$ cat src/rtl/comparator_serial_nbit.sv
// Digit-serial magnitude comparator: one 2-bit digit per clock, MSD first, with cascade inputs.
// Latency WIDTH/2 cycles (or first-differing-digit position with EARLY_EXIT); start ignored while busy.
module comparator_serial_nbit #(
  parameter int WIDTH      = 8,
  parameter int EARLY_EXIT = 0
) (
  input  logic             clk,
  input  logic             rst_n,
  input  logic             start,
  input  logic [WIDTH-1:0] a,
  input  logic [WIDTH-1:0] b,
  input  logic             signed_mode,
  input  logic             lin,
  input  logic             gin,
  input  logic             ein,
  output logic             busy,
  output logic             done,
  output logic             lout,
  output logic             gout,
  output logic             eout
);

  localparam int NDIG = WIDTH / 2;
  localparam int CW   = (NDIG > 1) ? $clog2(NDIG) : 1;

  if ((WIDTH < 2) || ((WIDTH % 2) != 0)) begin : g_bad_width
    $error("comparator_serial_nbit: WIDTH must be even and >= 2");
  end

  typedef enum logic {IDLE, SCAN} state_t;

  state_t           state_q, state_d;
  logic [CW-1:0]    idx_q, idx_d;
  logic [WIDTH-1:0] a_q, a_d, b_q, b_d;
  logic [2:0]       cas_q, cas_d;
  logic             diff_q, diff_d, gt_q, gt_d;
  logic             busy_q, busy_d, done_q, done_d;
  logic             lout_q, lout_d, gout_q, gout_d, eout_q, eout_d;

  logic [1:0] a_dig, b_dig;
  logic       dig_ne, dig_gt, found, found_gt, last;

  always_comb begin
    a_dig = 2'b00;
    b_dig = 2'b00;
    for (int i = 0; i < NDIG; i++) begin
      if (idx_q == CW'(i)) begin
        a_dig = a_q[2*i +: 2];
        b_dig = b_q[2*i +: 2];
      end
    end
  end

  assign dig_ne   = (a_dig != b_dig);
  assign dig_gt   = (a_dig > b_dig);
  assign found    = diff_q | dig_ne;
  assign found_gt = diff_q ? gt_q : dig_gt;
  assign last     = (idx_q == '0) || ((EARLY_EXIT != 0) && dig_ne);

  always_comb begin
    state_d = state_q;
    idx_d   = idx_q;
    a_d     = a_q;
    b_d     = b_q;
    cas_d   = cas_q;
    diff_d  = diff_q;
    gt_d    = gt_q;
    done_d  = 1'b0;
    lout_d  = lout_q;
    gout_d  = gout_q;
    eout_d  = eout_q;
    case (state_q)
      IDLE: begin
        if (start) begin
          // Flipping the sign bit maps two's-complement order onto unsigned order.
          a_d     = a ^ {signed_mode, {(WIDTH-1){1'b0}}};
          b_d     = b ^ {signed_mode, {(WIDTH-1){1'b0}}};
          cas_d   = {lin, gin, ein};
          idx_d   = CW'(NDIG - 1);
          diff_d  = 1'b0;
          gt_d    = 1'b0;
          state_d = SCAN;
        end
      end
      default: begin
        diff_d = found;
        gt_d   = found_gt;
        if (last) begin
          state_d = IDLE;
          done_d  = 1'b1;
          if (found) begin
            lout_d = ~found_gt;
            gout_d = found_gt;
            eout_d = 1'b0;
          end else begin
            lout_d = cas_q[2];
            gout_d = ~cas_q[2] & cas_q[1];
            // ein or an all-zero cascade both mean equal.
            eout_d = ~cas_q[2] & ~cas_q[1] & (cas_q[0] | (cas_q[2:1] == 2'b00));
          end
        end else begin
          idx_d = idx_q - CW'(1);
        end
      end
    endcase
    busy_d = (state_d == SCAN);
  end

  always_ff @(posedge clk or negedge rst_n) begin
    if (!rst_n) begin
      state_q <= IDLE;
      idx_q   <= '0;
      a_q     <= '0;
      b_q     <= '0;
      cas_q   <= '0;
      diff_q  <= 1'b0;
      gt_q    <= 1'b0;
      busy_q  <= 1'b0;
      done_q  <= 1'b0;
      lout_q  <= 1'b0;
      gout_q  <= 1'b0;
      eout_q  <= 1'b0;
    end else begin
      state_q <= state_d;
      idx_q   <= idx_d;
      a_q     <= a_d;
      b_q     <= b_d;
      cas_q   <= cas_d;
      diff_q  <= diff_d;
      gt_q    <= gt_d;
      busy_q  <= busy_d;
      done_q  <= done_d;
      lout_q  <= lout_d;
      gout_q  <= gout_d;
      eout_q  <= eout_d;
    end
  end

  assign busy = busy_q;
  assign done = done_q;
  assign lout = lout_q;
  assign gout = gout_q;
  assign eout = eout_q;

endmodule

$ cat config.mk
export PLATFORM = sky130hd
export DESIGN_NAME = comparator_serial_nbit
export DESIGN_NICKNAME = d
export VERILOG_FILES = /design/src/rtl/comparator_serial_nbit.sv
export SDC_FILE = /design/constraint.sdc
export NUM_CORES = 1
export LEC_CHECK = 0
export CAP_MARGIN = 5
export CORE_AREA = 2 2 54 68
export CTS_BUF_LIST = sky130_fd_sc_hd__clkbuf_16
export CTS_CLUSTER_SIZE = 8
export DETAILED_ROUTE_END_ITERATION = 16
export DIE_AREA = 0 0 56 70
export PLACE_DENSITY = 0.67
export SLEW_MARGIN = 40
export SYNTH_ARGS = -nofsm -noshare
export SYNTH_HDL_FRONTEND = slang
export SYNTH_SLANG_ARGS = --single-unit
$ cat constraint.sdc
create_clock -name clk -period 3.7 [get_ports clk]
set_input_delay 0.74 -clock clk [delete_from_list [all_inputs] [get_ports clk]]
set_output_delay 0.74 -clock clk [all_outputs]
set_load 0.005 [all_outputs]
# Word level (Yosys, flattened, before mapping)
# Index checks and enable logic that the tools add are counted.
[word_totals] word_cells=58 romBits=0 n_memories=0 output_inout_bits=5 latch_bits=0 reg_bits=28 ram_bits=0 in_bits=23
[op_classes] order_cmp=1 n_bitwise=11 reduce_logical=6 mul=0 muxes=23 eq_ne=5 n_shift=0 div=0 add_sub_neg=1
[ops] operator="2-bit two-way mux" n=11
[ops] operator="8-bit XOR" n=2
[ops] operator="1-bit two-way mux" n=12
[ops] operator="2-bit AND reduction" n=3
[ops] operator="2-bit equality test (second input constant)" n=2
[ops] operator="2-bit logical NOT" n=2
[ops] operator="1-bit inverter" n=4
[ops] operator="1-bit AND" n=3
[ops] operator="2-bit by 1-bit equality test with 1-bit output (second input constant)" n=1
[ops] operator="2-bit greater-than comparator" n=1
[ops] operator="2-bit != test" n=1
[ops] operator="2-bit != test (second input constant)" n=1
[ops] operator="1-bit bitwise OR" n=2
[ops] operator="2-bit nonzero test" n=1
[ops] operator="2-bit by 1-bit subtractor with 2-bit output (second input constant)" n=1

# Longest topological paths before layout
# Gate-level depths: netlist (run 1).
[depth] depth_word=9 ltp_mapped=11 ltp_nobuf=11

# Worst setup path after synthesis (run 1)
# OpenSTA, ideal clock, no wires.
[synth_path] path_type="reg2reg" from="register idx_q[0]" to="register lout_q, in the netlist lout" required_time_ns=3.579 slack_ns=1.499 setup_ns=0.121 n_path_buf=0 arrival_ns=2.080 period_less_slack_ns=2.201 path_stages_with_launch=12 cell_sequence="dfrtp_1 > inv_1 > ha_1 > nor2b_4 > a221oi_1 > nor3_1 > a21oi_1 > ha_1 > nor2b_1 > o21ai_1 > o21a_1 > a22o_1"
[synth_via] elab_chain_cells=9 word_cells_on_any_way=19 cone_classes="order compare: 1; eq/ne: 4; mux: 10; bitwise: 2; reduce/logical: 2"
[synth_rtl] item="start, declared" line_no="33" source="logic [CW-1:0] idx_q, idx_d;"
[synth_rtl] item="start signal, assigned" line_no="125" source="idx_q <= idx_d;"
[synth_rtl] item="2-bit logical NOT" line_no="47, 58"
[synth_rtl] item="2-bit two-way mux (4 in a row)" line_no="47" source="if (idx_q == CW'(i)) begin"
[synth_rtl] item="2-bit greater-than comparator" line_no="55" source="assign dig_gt = (a_dig > b_dig);"
[synth_rtl] item="1-bit two-way mux" line_no="57" source="assign found_gt = diff_q ? gt_q : dig_gt;"
[synth_rtl] item="1-bit inverter" line_no="92" source="lout_d = ~found_gt;"
[synth_rtl] item="1-bit two-way mux" line_no="91" source="if (found) begin"
[synth_rtl] item="end signal, assigned" line_no="133" source="lout_q <= lout_d;"
[synth_rtl] item="end, declared" line_no="38" source="logic lout_q, lout_d, gout_q, gout_d, eout_q, eout_d;"
# Parallel ways exist; a longest one is shown, timed or not.
# A chain may end at the register's enable or synchronous reset.

# Worst setup path after layout (run 1)
# Same ends and word-level chain as after synthesis.

==> results.sh, run 1 <==
export IMPL_die_h_um=70
export IMPL_tritoncts="done"
export IMPL_synth_distinct_cells=27
export IMPL_post_layout_nonfiller_instances=176
export IMPL_finalSetupViolCount=0
export IMPL_diodes=0
export IMPL_synth_edf_count=0
export IMPL_ios=28
export IMPL_final_area_sq_mm=0.00171
export IMPL_synth_largest_area_cell="dfrtp_1"
export IMPL_whs_ns=0.494
export IMPL_gp_congestion=0.664
export IMPL_swShare_pct=33.9
export IMPL_postCtsResizedCells=0
export IMPL_dp_slack_ns=1.24
export IMPL_skew_ns=0.00191
export IMPL_crit_fanout=6
export IMPL_async_flop_share_pct=100
export IMPL_dp_hpwl_um=1770
export IMPL_hold_class="register to register"
export IMPL_drt_iter0_markers=17
export IMPL_numCtsBuffers=3
export IMPL_clock_latency_ns=0.25
export IMPL_synth_avg_cell_area_sq_um=12.4
export IMPL_dp_cells=172
export IMPL_cp_required_ns=3.85
export IMPL_postPlaceCellArea_sq_mm=0.00163
export IMPL_gr_total_overflow=0
export IMPL_crit_type="register to register"
export IMPL_status="finished, final reports clean"
export IMPL_fin_util_pct=50.8
export IMPL_synthesis_area_sq_mm=0.00135
export IMPL_netSwitchingPower_mw=0.495
export IMPL_dr_pass1_iters=4
export IMPL_syn_num_nets=138
export IMPL_cts_root_buf="clkbuf_16"
export IMPL_vias=878
export IMPL_intPower_mw=0.965
export IMPL_rows=24
export IMPL_p_per_area_mw_per_mm2=854
export IMPL_clock_tree_buffer_depth=2
export IMPL_post_drt_wl_per_cell_um=13.2
export IMPL_drv_slew=0
export IMPL_yosysMostFrequentCell="dfrtp_1"
export IMPL_final_setup_tns_ns=0
export IMPL_core_region_area_sq_mm=0.00336
export IMPL_cp_end_kind="register"
export IMPL_grt_pass1_vias=940
export IMPL_power_share_clock_pct=16.4
export IMPL_drtAntennaViolNets=0
export IMPL_synthFlopType="dfrtp_1"
export IMPL_ys_seq_elements=27
export IMPL_htreeDepth=1
export IMPL_finish_net_count=167
export IMPL_hold_viol=0
export IMPL_p_leak_nw=0.767
export IMPL_post_route_min_period_ns=2.48
export IMPL_ctsHoldBuffers=0
export IMPL_via_per_inst=4.99
export IMPL_seq_area_frac_synth_pct=50.1
export IMPL_final_period_utilization_pct=67.1
export IMPL_area_growth_synth_to_final_pct=26.7
export IMPL_rsz0062_at_grt="false"
export IMPL_initial_utilization_pct=40.1
export IMPL_synth_common_cells="dfrtp_1, mux2_4, nor2_1"
export IMPL_die_area_sq_mm=0.00392
export IMPL_wl_um=2320
export IMPL_io_buffer_count=26
export IMPL_synth_area_leaders="dfrtp_1, mux2_4, ha_1, a21oi_1, nor2_1"
export IMPL_pwr_share_seq_pct=37.1
export IMPL_cts_reportedPaths_clkPinSlew_ns=0.06
export IMPL_gr_usage_all_layers_pct=12.8
export IMPL_power_combinational_fraction_pct=46.5
export IMPL_post_cts_buffers=0
export IMPL_peakVddDrop_uv=483
export IMPL_syn_inst=109
export IMPL_fin_ws_ns=1.22
export IMPL_drv_cap=0
export IMPL_cts_sinks=27
export IMPL_fmaxAchievable_mhz=403
export IMPL_grt_pass1_wl_um=4080
export IMPL_die_w_um=56
export IMPL_netlist_area_leader_share_pct=50.1
export IMPL_worstMarginPinSlew_ns=0.687
export IMPL_slew_headroom_pct=54.1
export IMPL_start_kind="register"
export IMPL_p_total_mw=1.46
export IMPL_drc=0
export IMPL_critPathArrivalTime_ns=2.63
export IMPL_antenna_found_initial=0
export IMPL_yosys_warnings=0
export IMPL_grt_max_degree=28
export IMPL_drive_gt1_share_pct=16.1
## power groups by stage
stage / combinational, mW / clock [mW] / sequential (mW)
after floorplan: 0.529 / 0 / 0.520
after global routing: 0.749 / 0.254 / 0.562
after detailed placement: 0.685 / 0 / 0.548
final: 0.679 / 0.240 / 0.542
after CTS: 0.687 / 0.244 / 0.545
after global placement: 0.655 / 0 / 0.543
## final timing paths
path / startpoint / end / slack (ns) / cells after the start
min in group asynchronous: rst_n / done / 0.86 / 2
hold reg to reg: b_q[0] / b_q[0] / 0.49 / 1
setup / recovery: idx_q[0] / lout / 1.22 / 11
setup reg to reg: idx_q[0] / lout / 1.22 / 11
max in group asynchronous: rst_n / gout / 2.59 / 2
hold / removal: b_q[0] / b_q[0] / 0.49 / 1
## metal layers
metal	GRT usage [%]	share of wire [%]	vias up	wire, um
met2	23.3	51	18	1180
met3	2.41	3.3	2	76
met4	2.38	0.43	0	10
li1	-	-	441	-
met5	0	0	-	0
met1	15.9	46	417	1060
## state kept, by name, indices dropped and copies added, names as in the netlist, 2 cells and up
signal	count
a_q	8
b_q	8
cas_q	2
idx_q	2
## cell usage in the layout, fill, tap and decap left out, drive strengths merged
master         netlist  routed
a221oi               3       3
xor2                 1       1
dfrtp               27      27
a22oi                3       3
a2bb2oi              1       1
nand2                8       8
or2                  1       1
a31oi                1       1
ha                   6       6
a22o                 1       1
clkdlybuf4s50        0      26
nor2                 8       8
xnor2                2       2
o31ai                2       2
nor2b                6       6
o21ai                6       6
clkbuf               1       3
o21a                 1       1
mux2                15      15
a21oi                7       7
nor3                 1       1
buf                  2       1
inv                  6       7
## kinds of logic after synthesis
logic type	count (synthesis)	share of synthesized area, %
AO/OA/AOI/OAI	25	12.3
XOR/XNOR	3	1.95
adder cells (fa/ha/maj)	6	5.57
buffers and inverters	9	4.27
flip-flops	27	50.1
multiplexers	15	16.4
AND/OR/NAND/NOR	24	9.37
## final cells by class
| class | count | area [sq um] |
|---|---|---|
| multi-input cells | 73 | 616 |
| clock inverters | 1 | 3.75 |
| well taps | 39 | 48.8 |
| repair buffers | 27 | 268 |
| clock buffers | 3 | 75.1 |
| fillers | 321 | 1650 |
| flip-flops and latches | 27 | 676 |
| inverters | 6 | 22.5 |
## critical path, stage by stage, from the launching register on
cell and delay, ns:
dfrtp_1 0.42, inv_1 0.12, ha_1 0.30, nor2b_4 0.22
a221oi_1 0.09, nor3_1 0.22, a21oi_1 0.07, ha_1 0.35
nor2b_1 0.14, o21ai_1 0.07, o21a_1 0.20, a22o_1 0.18
Power figures use the tool's default switching activity.
==> run 2, diff against run 1 <==
Clock period 3.7 ns to 2.5 ns, I/O delays scaled along.
==> results.sh, run 2 (synthesis gave the netlist of run 1 again) <==
export IMPL_status="finished, final reports clean"
export IMPL_skew_ns=0.00435
export IMPL_peakVddDrop_uv=695
export IMPL_p_total_mw=2.17
export IMPL_post_layout_nonfiller_instances=178
export IMPL_clock_tree_buffer_depth=2
export IMPL_max_stage_delay_ns=0.42
export IMPL_post_route_min_period_ns=2.28
export IMPL_wl_um=2370
export IMPL_grt_pass1_vias=964
export IMPL_drv_cap=0
export IMPL_tritoncts="done"
export IMPL_clock_latency_ns=0.26
export IMPL_cp_end_kind="register"
export IMPL_dp_hpwl_um=1830
export IMPL_initial_utilization_pct=40.1
export IMPL_gr_usage_all_layers_pct=13.7
export IMPL_postPlaceCellArea_sq_mm=0.00165
export IMPL_finalSetupViolCount=0
export IMPL_cts_reportedPaths_clkPinSlew_ns=0.06
export IMPL_dp_cells=174
export IMPL_worstMarginPinSlew_ns=0.341
export IMPL_cts_root_buf="clkbuf_16"
export IMPL_via_per_inst=4.94
export IMPL_rsz0062_at_grt="false"
export IMPL_die_w_um=56
export IMPL_final_period_utilization_pct=91.0
export IMPL_numCtsBuffers=3
export IMPL_drt_iter0_markers=11
export IMPL_drc=0
export IMPL_hold_viol=0
export IMPL_crit_fanout=6
export IMPL_crit_slowest_cell="dfrtp_1"
export IMPL_gr_total_overflow=0
export IMPL_grt_max_degree=28
export IMPL_hold_class="register to register"
export IMPL_whs_ns=0.504
export IMPL_die_area_sq_mm=0.00392
export IMPL_cts_sinks=27
export IMPL_antenna_found_initial=0
export IMPL_crit_type="register to register"
export IMPL_drv_slew=0
export IMPL_diodes=0
export IMPL_final_common_cell="dfrtp_1"
export IMPL_critPathArrivalTime_ns=2.42
export IMPL_finish_net_count=169
export IMPL_layout_common_cells="dfrtp_1, clkdlybuf4s50_1, mux2_4"
export IMPL_crit_chain="inv_1 > ha_2 > nor2b_4 > a221oi_1 > nor3_1 > a21oi_1 > ha_1 > nand2_1 > o21ai_1 > o21a_1 > a22o_1"
export IMPL_gp_congestion=0.666
export IMPL_vias=879
export IMPL_start_kind="register"
export IMPL_core_region_area_sq_mm=0.00336
export IMPL_grt_pass1_wl_um=4220
export IMPL_rows=24
export IMPL_final_area_sq_mm=0.00173
export IMPL_p_per_area_mw_per_mm2=1260
export IMPL_area_growth_synth_to_final_pct=28.0
export IMPL_p_leak_nw=0.776
export IMPL_reg_top3="a_q: 8 flops, b_q: 8 flops"
export IMPL_drtAntennaViolNets=0
export IMPL_drive_gt1_share_pct=18.0
export IMPL_ios=28
export IMPL_post_drt_wl_per_cell_um=13.3
export IMPL_final_setup_tns_ns=0
export IMPL_fmaxAchievable_mhz=439
export IMPL_io_buffer_count=26
export IMPL_die_h_um=70
export IMPL_dr_pass1_iters=4
export IMPL_slew_headroom_pct=77.3
export IMPL_cp_required_ns=2.65
export IMPL_post_cts_buffers=0
export IMPL_htreeDepth=1
[run 2: cell types whose count changed in the layout (fill, tap and decap cells not counted), sizes merged]
cell / delta
buf: +2
[run 2: worst paths after layout]
path / start / to / cells past startpoint / slack (ns)
worst max-delay path: idx_q[1] / lout / 11 / 0.22
worst min-delay path: gt_q / gt_q / 2 / 0.50
worst max register to register: idx_q[1] / lout / 11 / 0.22
worst min register to register: gt_q / gt_q / 2 / 0.50
max in group asynchronous: rst_n / gt_q / 2 / 1.63
min in group asynchronous: rst_n / done / 2 / 0.62
[run 2: final cells by class]
type	instances	area (sq um)
tap	39	48.8
fill	297	1640
multi-input combinational	73	618
clock inverter	1	3.75
sequential	27	676
inverter	6	22.5
clock buffer	3	75.1
timing repair buffer	29	283
[run 2: what timing repair did]
item,in CTS,in global routing
hold buffers,0,0
resized for setup,0,1
setup endpoints to repair,0,1
[run 2: through the flow]
stage	utilization [%]	worst slack (ns)
final	51.3	0.224
after global routing	51.3	0.0637
after CTS	51.3	0.146
after detailed placement	48.9	0.173
after global placement	48.9	0.231
after floorplan	-	0.299
[run 2: where the power goes]
part           switching (mW)  internal, mW  total [mW]
clock                   0.141         0.214       0.355
combinational           0.441         0.573        1.01
sequential              0.149         0.654       0.802
[run 2: critical path: cells and delay by family, from the launching register on]
kind,cells,cell delay (ns)
buffers and inverters,1,0.12
AO/OA/AOI/OAI,5,0.87
flip-flops,1,0.42
adder cells (fa/ha/maj),2,0.53
AND/OR/NAND/NOR,3,0.23
[run 2: metal layers]
layer / global-route usage (%) / part of all wire [%] / wire (um)
met2: 23.1 / 49 / 1170
met4: 4.76 / 1.5 / 36
met1: 17.0 / 45 / 1070
met3: 3.15 / 3.8 / 91
met5: 0 / 0 / 0
